===== src/rtl/bus_arb_ctrl.sv =====
// -----------------------------------------------------------------------------
// bus_arb_ctrl
//   DMA bus-mastership arbiter for a 68030 bus. It requests the bus on behalf
//   of CPU_SM, waits for the grant and for the bus to go quiet, holds the bus
//   until the current DMA cycle completes, and then releases it and backs off
//   for a fixed number of cycles before it requests again.
//
// Parameters
//   GRANT_TIMEOUT   max REQ-state cycles spent waiting for the bus grant
//   HOLD_LIMIT      OWN-state cycles after which the bus is given up at the
//                   next completed cycle
//   BACKOFF_CYCLES  idle cycles between a release and the next request
//                   (0 behaves as 1)
//
// Ports (the signal names of the bus are shown in brackets)
//   clk45_i         sole clock, rising edge                      [CLK45]
//   reset_i         synchronous active-high reset                [RESET]
//   dma_req_i       CPU_SM wants bus mastership                  [DMA_REQ]
//   cycledone_i     no DMA bus cycle in progress                 [CYCLEDONE]
//   bg_n_i          bus grant, active low                        [BG_]
//   as_in_n_i       sensed address strobe, active low            [AS_IN_]
//   dsack0_n_i      sensed DSACK0, active low                    [DSACK0_]
//   dsack1_n_i      sensed DSACK1, active low                    [DSACK1_]
//   bgack_in_n_i    sensed BGACK from other masters, active low  [BGACK_IN_]
//   br_n_o          bus request to the CPU, active low           [BR_]
//   bgack_n_o       our bus-grant acknowledge, active low        [BGACK_]
//   bgrant_n_o      mastership indication to CPU_SM, active low  [BGRANT_]
//   arb_timeout_o   one-cycle pulse when a grant wait expires    [ARB_TIMEOUT]
//   arb_state_o     current state encoding, for debug            [ARB_STATE]
//
// All inputs arrive already synchronised to clk45_i and are used as sampled.
// -----------------------------------------------------------------------------
module bus_arb_ctrl #(
    parameter logic [7:0] GRANT_TIMEOUT  = 8'd200,
    parameter logic [7:0] HOLD_LIMIT     = 8'd64,
    parameter logic [2:0] BACKOFF_CYCLES = 3'd4
) (
    input  logic       clk45_i,
    input  logic       reset_i,
    input  logic       dma_req_i,
    input  logic       cycledone_i,
    input  logic       bg_n_i,
    input  logic       as_in_n_i,
    input  logic       dsack0_n_i,
    input  logic       dsack1_n_i,
    input  logic       bgack_in_n_i,
    output logic       br_n_o,
    output logic       bgack_n_o,
    output logic       bgrant_n_o,
    output logic       arb_timeout_o,
    output logic [2:0] arb_state_o
);

    localparam int unsigned STATE_W = 3;
    localparam int unsigned CNT_W   = 8;
    localparam int unsigned BO_W    = 3;

    // State encodings, visible on arb_state_o
    localparam logic [STATE_W-1:0] ST_IDLE     = 3'd0;
    localparam logic [STATE_W-1:0] ST_REQ      = 3'd1;
    localparam logic [STATE_W-1:0] ST_WAIT_BUS = 3'd2;
    localparam logic [STATE_W-1:0] ST_OWN      = 3'd3;
    localparam logic [STATE_W-1:0] ST_RELEASE  = 3'd4;
    localparam logic [STATE_W-1:0] ST_BACKOFF  = 3'd5;

    // Last backoff count value before returning to IDLE; 0 cycles acts as 1
    localparam logic [BO_W-1:0] BO_LAST =
        (BACKOFF_CYCLES == 3'd0) ? 3'd0 : BACKOFF_CYCLES - 3'd1;

    localparam logic [CNT_W-1:0] CNT_MAX = 8'hFF;

    logic [STATE_W-1:0] state_q,    state_d;
    logic [CNT_W-1:0]   wait_cnt_q, wait_cnt_d;
    logic [CNT_W-1:0]   hold_cnt_q, hold_cnt_d;
    logic [BO_W-1:0]    bo_cnt_q,   bo_cnt_d;
    logic               br_n_q,     br_n_d;
    logic               bgack_n_q,  bgack_n_d;
    logic               bgrant_n_q, bgrant_n_d;
    logic               timeout_q,  timeout_d;

    // Bus is quiet: no strobe, no acknowledges, no other master holding BGACK
    logic bus_free_c;
    assign bus_free_c = as_in_n_i & dsack0_n_i & dsack1_n_i & bgack_in_n_i;

    // State, counters and registered outputs
    always_ff @(posedge clk45_i) begin
        if (reset_i) begin
            state_q    <= ST_IDLE;
            wait_cnt_q <= '0;
            hold_cnt_q <= '0;
            bo_cnt_q   <= '0;
            br_n_q     <= 1'b1;
            bgack_n_q  <= 1'b1;
            bgrant_n_q <= 1'b1;
            timeout_q  <= 1'b0;
        end else begin
            state_q    <= state_d;
            wait_cnt_q <= wait_cnt_d;
            hold_cnt_q <= hold_cnt_d;
            bo_cnt_q   <= bo_cnt_d;
            br_n_q     <= br_n_d;
            bgack_n_q  <= bgack_n_d;
            bgrant_n_q <= bgrant_n_d;
            timeout_q  <= timeout_d;
        end
    end

    // Next-state, counter and output decode
    always_comb begin
        state_d    = state_q;
        timeout_d  = 1'b0;
        wait_cnt_d = '0;
        hold_cnt_d = '0;
        bo_cnt_d   = '0;
        br_n_d     = 1'b1;
        bgack_n_d  = 1'b1;
        bgrant_n_d = 1'b1;

        case (state_q)
            ST_IDLE: begin
                if (dma_req_i) begin
                    state_d = ST_REQ;
                end
            end

            // Grant is checked first so it wins over a coincident timeout
            ST_REQ: begin
                if (!bg_n_i) begin
                    state_d = ST_WAIT_BUS;
                end else if (!dma_req_i) begin
                    state_d = ST_IDLE;
                end else if (wait_cnt_q == GRANT_TIMEOUT) begin
                    state_d   = ST_BACKOFF;
                    timeout_d = 1'b1;
                end
            end

            // Granted; wait for the current bus owner to finish
            ST_WAIT_BUS: begin
                if (!dma_req_i) begin
                    state_d = ST_IDLE;
                end else if (bg_n_i) begin
                    state_d = ST_REQ;
                end else if (bus_free_c) begin
                    state_d = ST_OWN;
                end
            end

            // Only leave between DMA cycles; BG_ is irrelevant once we own it
            ST_OWN: begin
                if (cycledone_i && (!dma_req_i || (hold_cnt_q >= HOLD_LIMIT))) begin
                    state_d = ST_RELEASE;
                end
            end

            ST_RELEASE: begin
                state_d = ST_BACKOFF;
            end

            ST_BACKOFF: begin
                if (bo_cnt_q == BO_LAST) begin
                    state_d = ST_IDLE;
                end
            end

            // Unused encodings recover to IDLE
            default: begin
                state_d = ST_IDLE;
            end
        endcase

        // Each counter runs only while its state is held and restarts at 0 on entry
        if ((state_q == ST_REQ) && (state_d == ST_REQ)) begin
            wait_cnt_d = wait_cnt_q + 8'd1;
        end

        if ((state_q == ST_OWN) && (state_d == ST_OWN)) begin
            hold_cnt_d = (hold_cnt_q == CNT_MAX) ? CNT_MAX : hold_cnt_q + 8'd1;
        end

        if ((state_q == ST_BACKOFF) && (state_d == ST_BACKOFF)) begin
            bo_cnt_d = bo_cnt_q + 3'd1;
        end

        // Outputs decoded from the next state so they line up with the state register
        br_n_d     = !((state_d == ST_REQ) || (state_d == ST_WAIT_BUS));
        bgack_n_d  = (state_d != ST_OWN);
        bgrant_n_d = (state_d != ST_OWN);
    end

    assign br_n_o        = br_n_q;
    assign bgack_n_o     = bgack_n_q;
    assign bgrant_n_o    = bgrant_n_q;
    assign arb_timeout_o = timeout_q;
    assign arb_state_o   = state_q;

endmodule


===== config.mk =====
export PLATFORM = sky130hd
export DESIGN_NAME = bus_arb_ctrl
export DESIGN_NICKNAME = d
export VERILOG_FILES = /design/src/rtl/bus_arb_ctrl.sv
export SDC_FILE = /design/constraint.sdc
export NUM_CORES = 1
export LEC_CHECK = 0
export CAP_MARGIN = 20
export CORE_UTILIZATION = 45
export CTS_CLUSTER_DIAMETER = 200
export CTS_CLUSTER_SIZE = 30
export DETAILED_ROUTE_END_ITERATION = 7
export HOLD_SLACK_MARGIN = 0.03
export PLACE_DENSITY = 0.7
export SYNTH_ARGS = -nofsm -noshare
export SYNTH_HDL_FRONTEND = slang
export SYNTH_SLANG_ARGS = --single-unit

===== constraint.sdc =====
create_clock -name clk45_i -period 1.7 [get_ports clk45_i]
set_clock_uncertainty 0.05 [all_clocks]
set_input_delay 0.51 -clock clk45_i [delete_from_list [all_inputs] [get_ports clk45_i]]
set_output_delay 0.51 -clock clk45_i [all_outputs]
set_load 0.02 [all_outputs]

==> results by group <==
Drt
  – WL per Instance: 11.91 um
  – Drt first-iter violations: 12
  – Pre-antenna DRT Iters: 4
  – Residual DRC: 0
  – DR vias/cell: 5.171
  – ANT nets after route: 0
  – Via count: 936
  – Final Routed Wirelength: 2.156 mm

Place
  – HPWL Detailed: 1.627 mm
  – Pre-CTS setup slack: -0.7279 ns
  – Placer Congestion: 0.8534
  – Number of port buffers: 15

Global routing
  – Grt met3 use: 0.02632
  – GR met2 Demand/Resource: 0.2885
  – Vias in the first global route: 866
  – Global-route wire length before repair: 3.519 mm
  – Gr ovfl total: 0
  – Initial antenna violation count: 0
  – Largest net degree at the start of global routing: 15
  – GRT Util Overall: 0.1769
  – Global-route met1 utilization: 0.2274
  – Most used routing layer: met2

Logic synthesis
  – Synth top area share: 0.4459
  – Syn Inst Count: 122
  – Adder-cell share of the synthesized area: 0.05574
  – EDFF count, synth: 0
  – Synth top cells by count: 25 x dfxtp_1, 12 x nor2_1, 9 x inv_1
  – Mux cell area share after synthesis: 0.008919
  – Seq cells post-synth: 25
  – Async SR Flop Fraction: 0
  – Netlist cell types: 35
  – Post-Synth Simple-Gate Area: 0.2731
  – Syn Area/Cell: 9.199 um^2
  – Sequential share of the synthesized area: 0.4459
  – Main combinational cell family by area after synthesis: simple AND/OR/NAND/NOR gates
  – Area leader, netlist: dfxtp_1
  – Yosys warnings: 0
  – Xor/xnor share of the synthesized area: 0.07023
  – Top-count cell post-synth: dfxtp_1
  – Post-Syn Area: 0.001122 mm^2
  – Net Count, Synth: 136
  – Main synth FF type: dfxtp_1
  – Synth Area in Compound Gates: 0.09476
  – Top cells by area, synth: dfxtp_1 45%, ha_1 5.6%, xor2_1 4.7%

Hold path
  – Hold WC Path Type: flop to flop
  – Worst hold path startpoint: bo_cnt_q[0]$_SDFF_PP0_

Clocking
  – Worst-Skew Late Latency: 0.31 ns
  – H-tree depth: 1
  – Worst-path clk slew: 0.13 ns
  – CTS tree: done
  – Maximum clock path buffer count: 2
  – CTS buffer count: 3
  – CTS Sinks: 25
  – Root buffer cell: clkbuf_4
  – Hold-fix buffers, CTS: 0

Cells and area
  – Layout area overhead: 32.11%
  – Nets@finish: 168
  – Diode count: 0
  – Share of cells above drive strength 1: 0.2222

Pwr
  – P_leak: 0.5528 nW
  – PwrDens: 656.6 mW/mm^2
  – Worst vdd ir: 661.7 uV

Timing
  – Worst setup margin: -0.06518 ns
  – Hold Violations, Final: 0
  – Max frequency: 0.5665 GHz
  – Slew @ Worst Pin: 0.3424 ns
  – Hold_ws: 0.4065 ns
  – RSZ-0062 raised after global routing: yes
  – Final TNS setup: -0.06518 ns
  – Fin. max-slew vios: 0
  – Tcrit/Tclk final: 1.038
  – Minimum clock period: 1.765 ns
  – Slew HR: 0.7699
  – Final setup vio count: 1

Floorplanning
  – FP Rows: 17
  – Die Span Y: 51.94 um
  – Initial Utilization: 0.4931
  – DIE WIDTH: 51.94 um
  – Die ar.: 0.002698 mm^2
  – Placeable Area: 0.002276 mm^2
  – Io pins: 16

Worst setup path
  – Setup crit start kind: primary input
  – CP required: 1.86 ns
  – CP max stage delay: 0.50 ns
  – Buffers and inverters on the worst path: 2
  – FF-to-FF Start: hold_cnt_q[6]$_SDFF_PP0_
  – WS Path Type: primary input to flop
  – Delay-heaviest family, CP: simple AND/OR/NAND/NOR gates
  – CP startpoint: dma_req_i
  – CP Data Arrival Time: 1.92 ns
  – Endpoint kind of the worst setup timing path: flop
  – Slowest CP cell: or4_1
  – CP Cell Sequence: clkdlybuf4s15_2, or3b_1, nand4_1, o211ai_2, buf_4, or4_1
  – CP Max Fanout: 4

Status
  – Failing checks: negative setup slack
  – Outcome: finished with violations

Run
  – Max-Cap Viols: 0
==> metrics by stage <==
stage / area [um^2] / total power, mW / util / instances
finish: 1483 / 0.9736 / 0.6515 / 181
detailed placement: 1381 / 0.7287 / 0.6069 / 175
global route: 1483 / 1.010 / 0.6515 / 181
CTS: 1435 / 0.9834 / 0.6306 / 180
floorplan: 1129 / 0.6637 / - / 122
global placement: 1381 / 0.7283 / 0.6069 / 175
==> layout make-up <==
type                    instances  area [um^2]
fillers                       181        793.3
multi-input cells              85        626.9
clock inverters                 1        5.005
clock buffers                   3        22.52
flip-flops and latches         25        505.5
repair buffers                 30        254.0
well taps                      28        35.03
inverters                       9        33.78
==> cell usage in the layout, fill, tap and decap left out, drive strengths merged, types with 2 or more instances in the layout <==
cell type / synthesis / routed
nand3: 8 / 8
clkdlybuf4s50: 0 / 6
nor3: 7 / 7
nand2: 6 / 6
dfxtp: 25 / 25
xnor2: 3 / 3
buf: 3 / 15
nand2b: 3 / 3
dlygate4sd2: 0 / 8
o211ai: 2 / 2
clkbuf: 0 / 3
nand4b: 2 / 2
xor2: 6 / 6
inv: 9 / 9
and3: 4 / 4
nand4: 2 / 2
ha: 5 / 5
o2111ai: 2 / 2
or3: 2 / 2
a21oi: 8 / 8
nor2: 12 / 12
==> worst reg2reg max path: stages (launching register included) <==
cell	delay, ns
dfxtp_2	0.37
or3b_1	0.35
nand4_1	0.09
o211ai_2	0.12
buf_4	0.16
or4_1	0.50
==> repair_timing <==
item	in CTS	in global routing
pin swaps	4	5
setup endpoints to repair	27	13
setup buffers	1	1
gates resized for setup	17	8
==> routing by layer <==
layer | up-vias | part of all wire
met3 | 2 | 0.028
li1 | 489 | -
met4 | 0 | 0.0079
met1 | 428 | 0.53
met2 | 17 | 0.44
met5 | - | 0
==> cell families after synthesis <==
| logic type | after synthesis |
|---|---|
| AND/OR/NAND/NOR | 54 |
| flip-flops | 25 |
| AO/OA/AOI/OAI | 16 |
| buffers and inverters | 12 |
| XOR/XNOR | 9 |
| adder cells (fa/ha/maj) | 5 |
| multiplexers | 1 |
==> path summary, 6_finish.rpt <==
kind                                  to  cells after the start  slack (ns)
setup reg to reg   bgrant_n_o$_SDFF_PP1_                      5       -0.05
hold reg to reg   bo_cnt_q[0]$_SDFF_PP0_                      1        0.41
setup / recovery   bgrant_n_o$_SDFF_PP1_                      6       -0.07
hold / removal    bo_cnt_q[0]$_SDFF_PP0_                      1        0.41
==> report_power, final <==
part	internal (mW)	leakage, nW	total [mW]	switching, mW
Sequential	0.595	0.204	0.600	0.00538
Combinational	0.0589	0.331	0.112	0.0534
Clock	0.0880	0.0177	0.261	0.173
Total	0.742	0.553	0.974	0.232
==> flip-flops by register name (all words and copies together), names as in the netlist <==
name	cells
bo_cnt_q	3
hold_cnt_q	8
bgrant_n_o	1
arb_timeout_o	1
br_n_o	1
arb_state_o	3
wait_cnt_q	8
(Power assumes the default switching activity.)
